==> src/rtl/wb_arbiter.sv <==
// Two-requester writeback arbiter: the pipeline has fixed priority, and an aux
// request that waits too long is forced through for one cycle.
module wb_arbiter #(
  parameter int unsigned STARVE_MAX = 4
) (
  input  logic        clk,
  input  logic        rst_n,
  input  logic        p_valid,
  output logic        p_ready,
  input  logic [63:0] p_pc,
  input  logic [4:0]  p_rd,
  input  logic [63:0] p_data,
  input  logic        a_valid,
  output logic        a_ready,
  input  logic [63:0] a_pc,
  input  logic [4:0]  a_rd,
  input  logic [63:0] a_data,
  output logic        wb_en,
  output logic [63:0] wb_pc,
  output logic [4:0]  wb_rd,
  output logic [63:0] wb_data,
  output logic        starve
);

  localparam int unsigned CNT_W = 4;
  localparam logic [CNT_W-1:0] LP_STARVE_MAX = CNT_W'(STARVE_MAX);

  typedef enum logic {
    ST_NORMAL = 1'b0,
    ST_FORCE  = 1'b1
  } state_t;

  state_t           r_state;
  state_t           w_state_nxt;
  logic [CNT_W-1:0] r_wait_cnt;
  logic [CNT_W-1:0] w_wait_cnt_nxt;
  logic             w_p_xfer;
  logic             w_a_xfer;

  // Handshake: FORCE hands the port to aux, otherwise the pipeline wins.
  always_comb begin
    p_ready = (r_state == ST_NORMAL);
    a_ready = (r_state == ST_FORCE) || !p_valid;
  end

  assign w_p_xfer = p_valid && p_ready;
  assign w_a_xfer = a_valid && a_ready;
  assign starve   = (r_state == ST_FORCE);

  // Starvation counter only advances while aux is blocked; reaching the limit
  // moves to FORCE and the counter restarts from zero.
  always_comb begin
    w_state_nxt    = r_state;
    w_wait_cnt_nxt = '0;
    if (r_state == ST_NORMAL) begin
      if (a_valid && !a_ready) begin
        if ((r_wait_cnt + CNT_W'(1)) >= LP_STARVE_MAX) begin
          w_state_nxt = ST_FORCE;
        end else begin
          w_wait_cnt_nxt = r_wait_cnt + CNT_W'(1);
        end
      end
    end else begin
      if (w_a_xfer || !a_valid) begin
        w_state_nxt = ST_NORMAL;
      end
    end
  end

  always_ff @(posedge clk or negedge rst_n) begin
    if (!rst_n) begin
      r_state    <= ST_NORMAL;
      r_wait_cnt <= '0;
      wb_en      <= 1'b0;
      wb_pc      <= '0;
      wb_rd      <= '0;
      wb_data    <= '0;
    end else begin
      r_state    <= w_state_nxt;
      r_wait_cnt <= w_wait_cnt_nxt;
      if (w_p_xfer) begin
        wb_en   <= (p_rd != 5'd0);
        wb_pc   <= p_pc;
        wb_rd   <= p_rd;
        wb_data <= p_data;
      end else if (w_a_xfer) begin
        wb_en   <= (a_rd != 5'd0);
        wb_pc   <= a_pc;
        wb_rd   <= a_rd;
        wb_data <= a_data;
      end else begin
        wb_en <= 1'b0;
      end
    end
  end

endmodule

==> config.mk <==
export PLATFORM = sky130hd
export DESIGN_NAME = wb_arbiter
export DESIGN_NICKNAME = d
export VERILOG_FILES = /design/src/rtl/wb_arbiter.sv
export SDC_FILE = /design/constraint.sdc
export NUM_CORES = 1
export LEC_CHECK = 0
export CAP_MARGIN = 0
export CORE_AREA = 3 3 157 159
export CTS_BUF_LIST = sky130_fd_sc_hd__clkbuf_8 sky130_fd_sc_hd__clkbuf_16
export CTS_CLUSTER_SIZE = 16
export DETAILED_ROUTE_END_ITERATION = 6
export DIE_AREA = 0 0 160 162
export SLEW_MARGIN = 10
export SYNTH_ARGS = -nofsm -noshare
export SYNTH_HDL_FRONTEND = slang
export SYNTH_SLANG_ARGS = --single-unit
==> constraint.sdc <==
create_clock -name clk -period 1.93 [get_ports clk]
set_input_delay 0.193 -clock clk [delete_from_list [all_inputs] [get_ports clk]]
set_output_delay 0.193 -clock clk [all_outputs]
set_load 0.1 [all_outputs]
==> metrics.md <==
| Metric | Value |
|---|---|
| Run status | `complete, no violations` |
| Crit path top cell by count | `buf_12` |
| Initial core utilization | `approximately 28%` |
| HPWL Detailed | `roughly 18 mm` |
| TritonCTS clock tree | `done` |
| Longest Clk Path Bufs | `2` |
| Clock skew | `roughly 0.0086 ns` |
| Dpl cells | `1,305` |
| Period minus WS final | `approximately 1.7 ns` |
| Total number of vias | `5,889` |
| I/O pin cnt | `407` |
| Setup TNS | `0 ns` |
| Synth top cells by count | `dfrtp_1, nand2_1, mux2i_1` |
| Final Max Slew Viols | `0` |
| Ant diodes | `0` |
| Die Y | `~160 um` |
| Critical Path RT | `~1.7 ns` |
| Endpoints failing setup | `0` |
| Ranking of synthesized cells by area | `dfrtp_1, mux2i_1, o21ai_1, nand2_1, buf_6` |
| Reg clk slew, reported paths | `0.07 ns` |
| Syn Area/Cell | `~11 sq um` |
| Crit-path cells | `nor2b_4 -> buf_12 -> clkinvlp_4 -> buf_12` |
| Area grow syn2layout | `71.75%` |
| Critical path launch point type | `register` |
| Initial antenna violation count | `1` |
| Hold Vio Cnt, Final | `0` |
| Sequential share of power | `30.5%` |
| RSZ-0062 raised after global routing | `no` |
| Input/output buffers | `406` |
| Non-Filler Instances | `1,341` |
| Slowest stage cell, crit path | `dfrtp_2` |
| Synth unique cells | `25` |
| Crit path largest cell delay | `around 0.46 ns` |
| Ys Warns | `0` |
| Net Sw Frac | `41.95%` |
| CTS sink count | `between 100 and 150` |
| FMAX | `573.7 MHz` |
| Largest net degree at the start of global routing | `between 50 and 60` |
| Reg area | `0.003480 sq mm` |
| Slew headroom | `64.20%` |
| Clk_lat worst skew | `between 0.4 and 0.5 ns` |
| Synth Instances | `approximately 610` |
| Tot GR Track Use | `between 10% and 20%` |
| Maximum vdd drop | `approximately 0.44 mV` |
| Crit Path Category | `register to primary output` |
| Placer congestion estimate | `about 0.8` |
| Arr. time, crit path | `around 1.6 ns` |
| WL final | `roughly 23 mm` |
| Footprint of the multi-input gates | `0.002641 sq mm` |
| Tcrit/Tclk final | `90.32%` |
| Root buf cell | `clkbuf_16` |
| Most common cell in the synthesized netlist | `dfrtp_1` |
| Post-synth EDFFs | `0` |
| Ys flop type | `dfrtp_1` |
| Core area | `0.02340 sq mm` |
| DRC | `0` |
| CP Capture Type | `primary output` |
| CTS Buf Count | `17` |
| Share of the synthesized area in the top cell type | `53.53%` |
| Row cnt | `56` |
| Hold Path Class | `primary input to register` |
| P_int | `approximately 6.5 mW` |
| Antenna viol nets, final | `0` |
| Share of post-route cells with drive strength above 1 | `approximately a fifth` |
| LEAKAGE | `5.136 nW` |
| CP max FO | `24` |
| Max Cap Viol | `0` |
| Synth Register Bits | `139` |
| Global-route wire length before repair | `35.48 mm` |
| Iter 0 DRT Violations | `around 300` |
| Async SR Flop Fraction | `100.0%` |
| Via density | `4.391` |
| Cell area after synthesis | `about 0.0065 sq mm` |
| H-tree lvl count | `4` |
| Sw power | `around 4.7 mW` |
| Clock share of power | `approximately 30%` |
| Vias in the first global route | `roughly 6,000` |
| PwrDens | `slightly above 1000 mW/mm^2` |
| Remaining global-route overflow | `0` |
| Combinational power share | `approximately 40%` |
| Drt first pass iters | `6` |
| Slew @ Worst Pin | `between 0.5 and 0.6 ns` |
| Drt wl/cell | `17.49 um` |
| Sequential area share after synthesis | `between 50 and 60%` |
| Filler cells | `about 2,200` |
| Final net count | `1,280` |
| Die outline width | `between 150 and 200 um` |
| Die area | `between 0.02 and 0.03 sq mm` |
| Largest area contributor in the netlist | `dfrtp_1` |
-- flip-flops by register name, summed over array words and instances, names as in the netlist --
signal	count
starve	1
wb_data	64
r_wait_cnt	4
wb_en	1
wb_rd	5
wb_pc	64
-- power by group through the flow --
stage	clock network [mW]	registers [mW]	logic (mW)
after global placement	0	3.47	4.42
after floorplan	0	5.84	0.673
after CTS	3.48	3.43	4.44
after detailed placement	0	3.47	4.44
final	3.38	3.43	4.42
after global routing	3.60	3.47	4.59
-- logic make-up (layout without fill, tap and decap cells) --
| family | after synthesis | after routing | share of synthesized area, % |
|---|---|---|---|
| and+or+nand+nor | 145 | 145 | 8.916 |
| DFF | 139 | 139 | 53.53 |
| AOI/OAI and AO/OA | 138 | 138 | 10.73 |
| muxes | 133 | 133 | 20.49 |
| buffers and inverters | 47 | 463 | 5.950 |
| adders and majority gates | 1 | 1 | 0.1925 |
| other | 1 | 2 | 0.05771 |
| xor gates and xnor gates | 1 | 1 | 0.1348 |
-- routing by layer --
layer / wire length (um) / track usage (%) / part of all wire (%) / vias to the layer above
met5: 12 / 0 / 0.051 / -
met4: 99 / 2.919 / 0.42 / 2
met3: 2005 / 6.427 / 8.5 / 7
met2: 11860 / 30.34 / 51 / 238
met1: 9483 / 21.13 / 40 / 2743
li1: - / - / - / 2899
-- worst max-delay path: cells and delay by family, from the launching register on --
kind | cells | cell delay (ns)
buffers and inverters | 3 | 0.49
flip-flops | 1 | 0.46
AND/OR/NAND/NOR | 1 | 0.19
-- per-stage QoR --
step | hold slack (ns) | area [sq um] | setup slack (ns) | utilization (%) | power [mW]
floorplan | -0.1026 | 6506 | 0.1085 | - | 6.509
global placement | 0.2028 | 10510 | 0.2996 | 44.91 | 7.889
detailed placement | 0.1995 | 10510 | 0.2673 | 44.91 | 7.907
CTS | 0.1302 | 11120 | 0.04842 | 47.51 | 11.35
global route | 0.1509 | 11160 | 0.1016 | 47.69 | 11.67
finish | 0.1560 | 11160 | 0.1868 | 47.69 | 11.23
-- layout make-up --
class                   count  area share (%)
multi-input cells         420           23.67
well taps                 319           3.577
repair buffers            429           36.10
clock inverters            15           1.558
flip-flops and latches    139           31.18
clock buffers              17           3.812
inverters                   2          0.1009
-- path summary, 6_finish.rpt --
kind / from / to / slack [ns] / cells after the start
hold reg to reg: r_wait_cnt[0]$_DFF_PN0_ / r_wait_cnt[0]$_DFF_PN0_ / 0.48 / 1
setup reg to reg: starve$_DFF_PN0_ / wb_data[17]$_DFFE_PN0P_ / 0.37 / 6
max in group asynchronous: rst_n / wb_data[11]$_DFFE_PN0P_ / 0.97 / 3
hold / removal: a_valid / starve$_DFF_PN0_ / 0.16 / 3
min in group asynchronous: rst_n / wb_pc[24]$_DFFE_PN0P_ / 0.32 / 2
setup / recovery: starve$_DFF_PN0_ / a_ready / 0.19 / 4
-- cell usage in the layout (no fill, tap or decap), drive strengths merged, types with 2 or more instances in the layout --
cell type | Yosys | final
clkdlybuf4s50 | 0 | 267
buf | 33 | 160
dfrtp | 139 | 139
o21ai | 136 | 136
nand2 | 135 | 135
mux2i | 133 | 133
clkbuf | 12 | 18
inv | 2 | 8
clkinvlp | 0 | 3
bufinv | 0 | 3
clkinv | 0 | 3
nor2 | 2 | 2
or4 | 2 | 2
conb | 1 | 2
-- repair_timing --
action	in CTS	in global routing
gates resized for setup	0	0
buffers inserted	0	2
endpoints found under the setup margin	0	1
hold buffers	1	0
hold endpoints to repair	46	0
No activity file was read; power rests on OpenSTA's default activity.
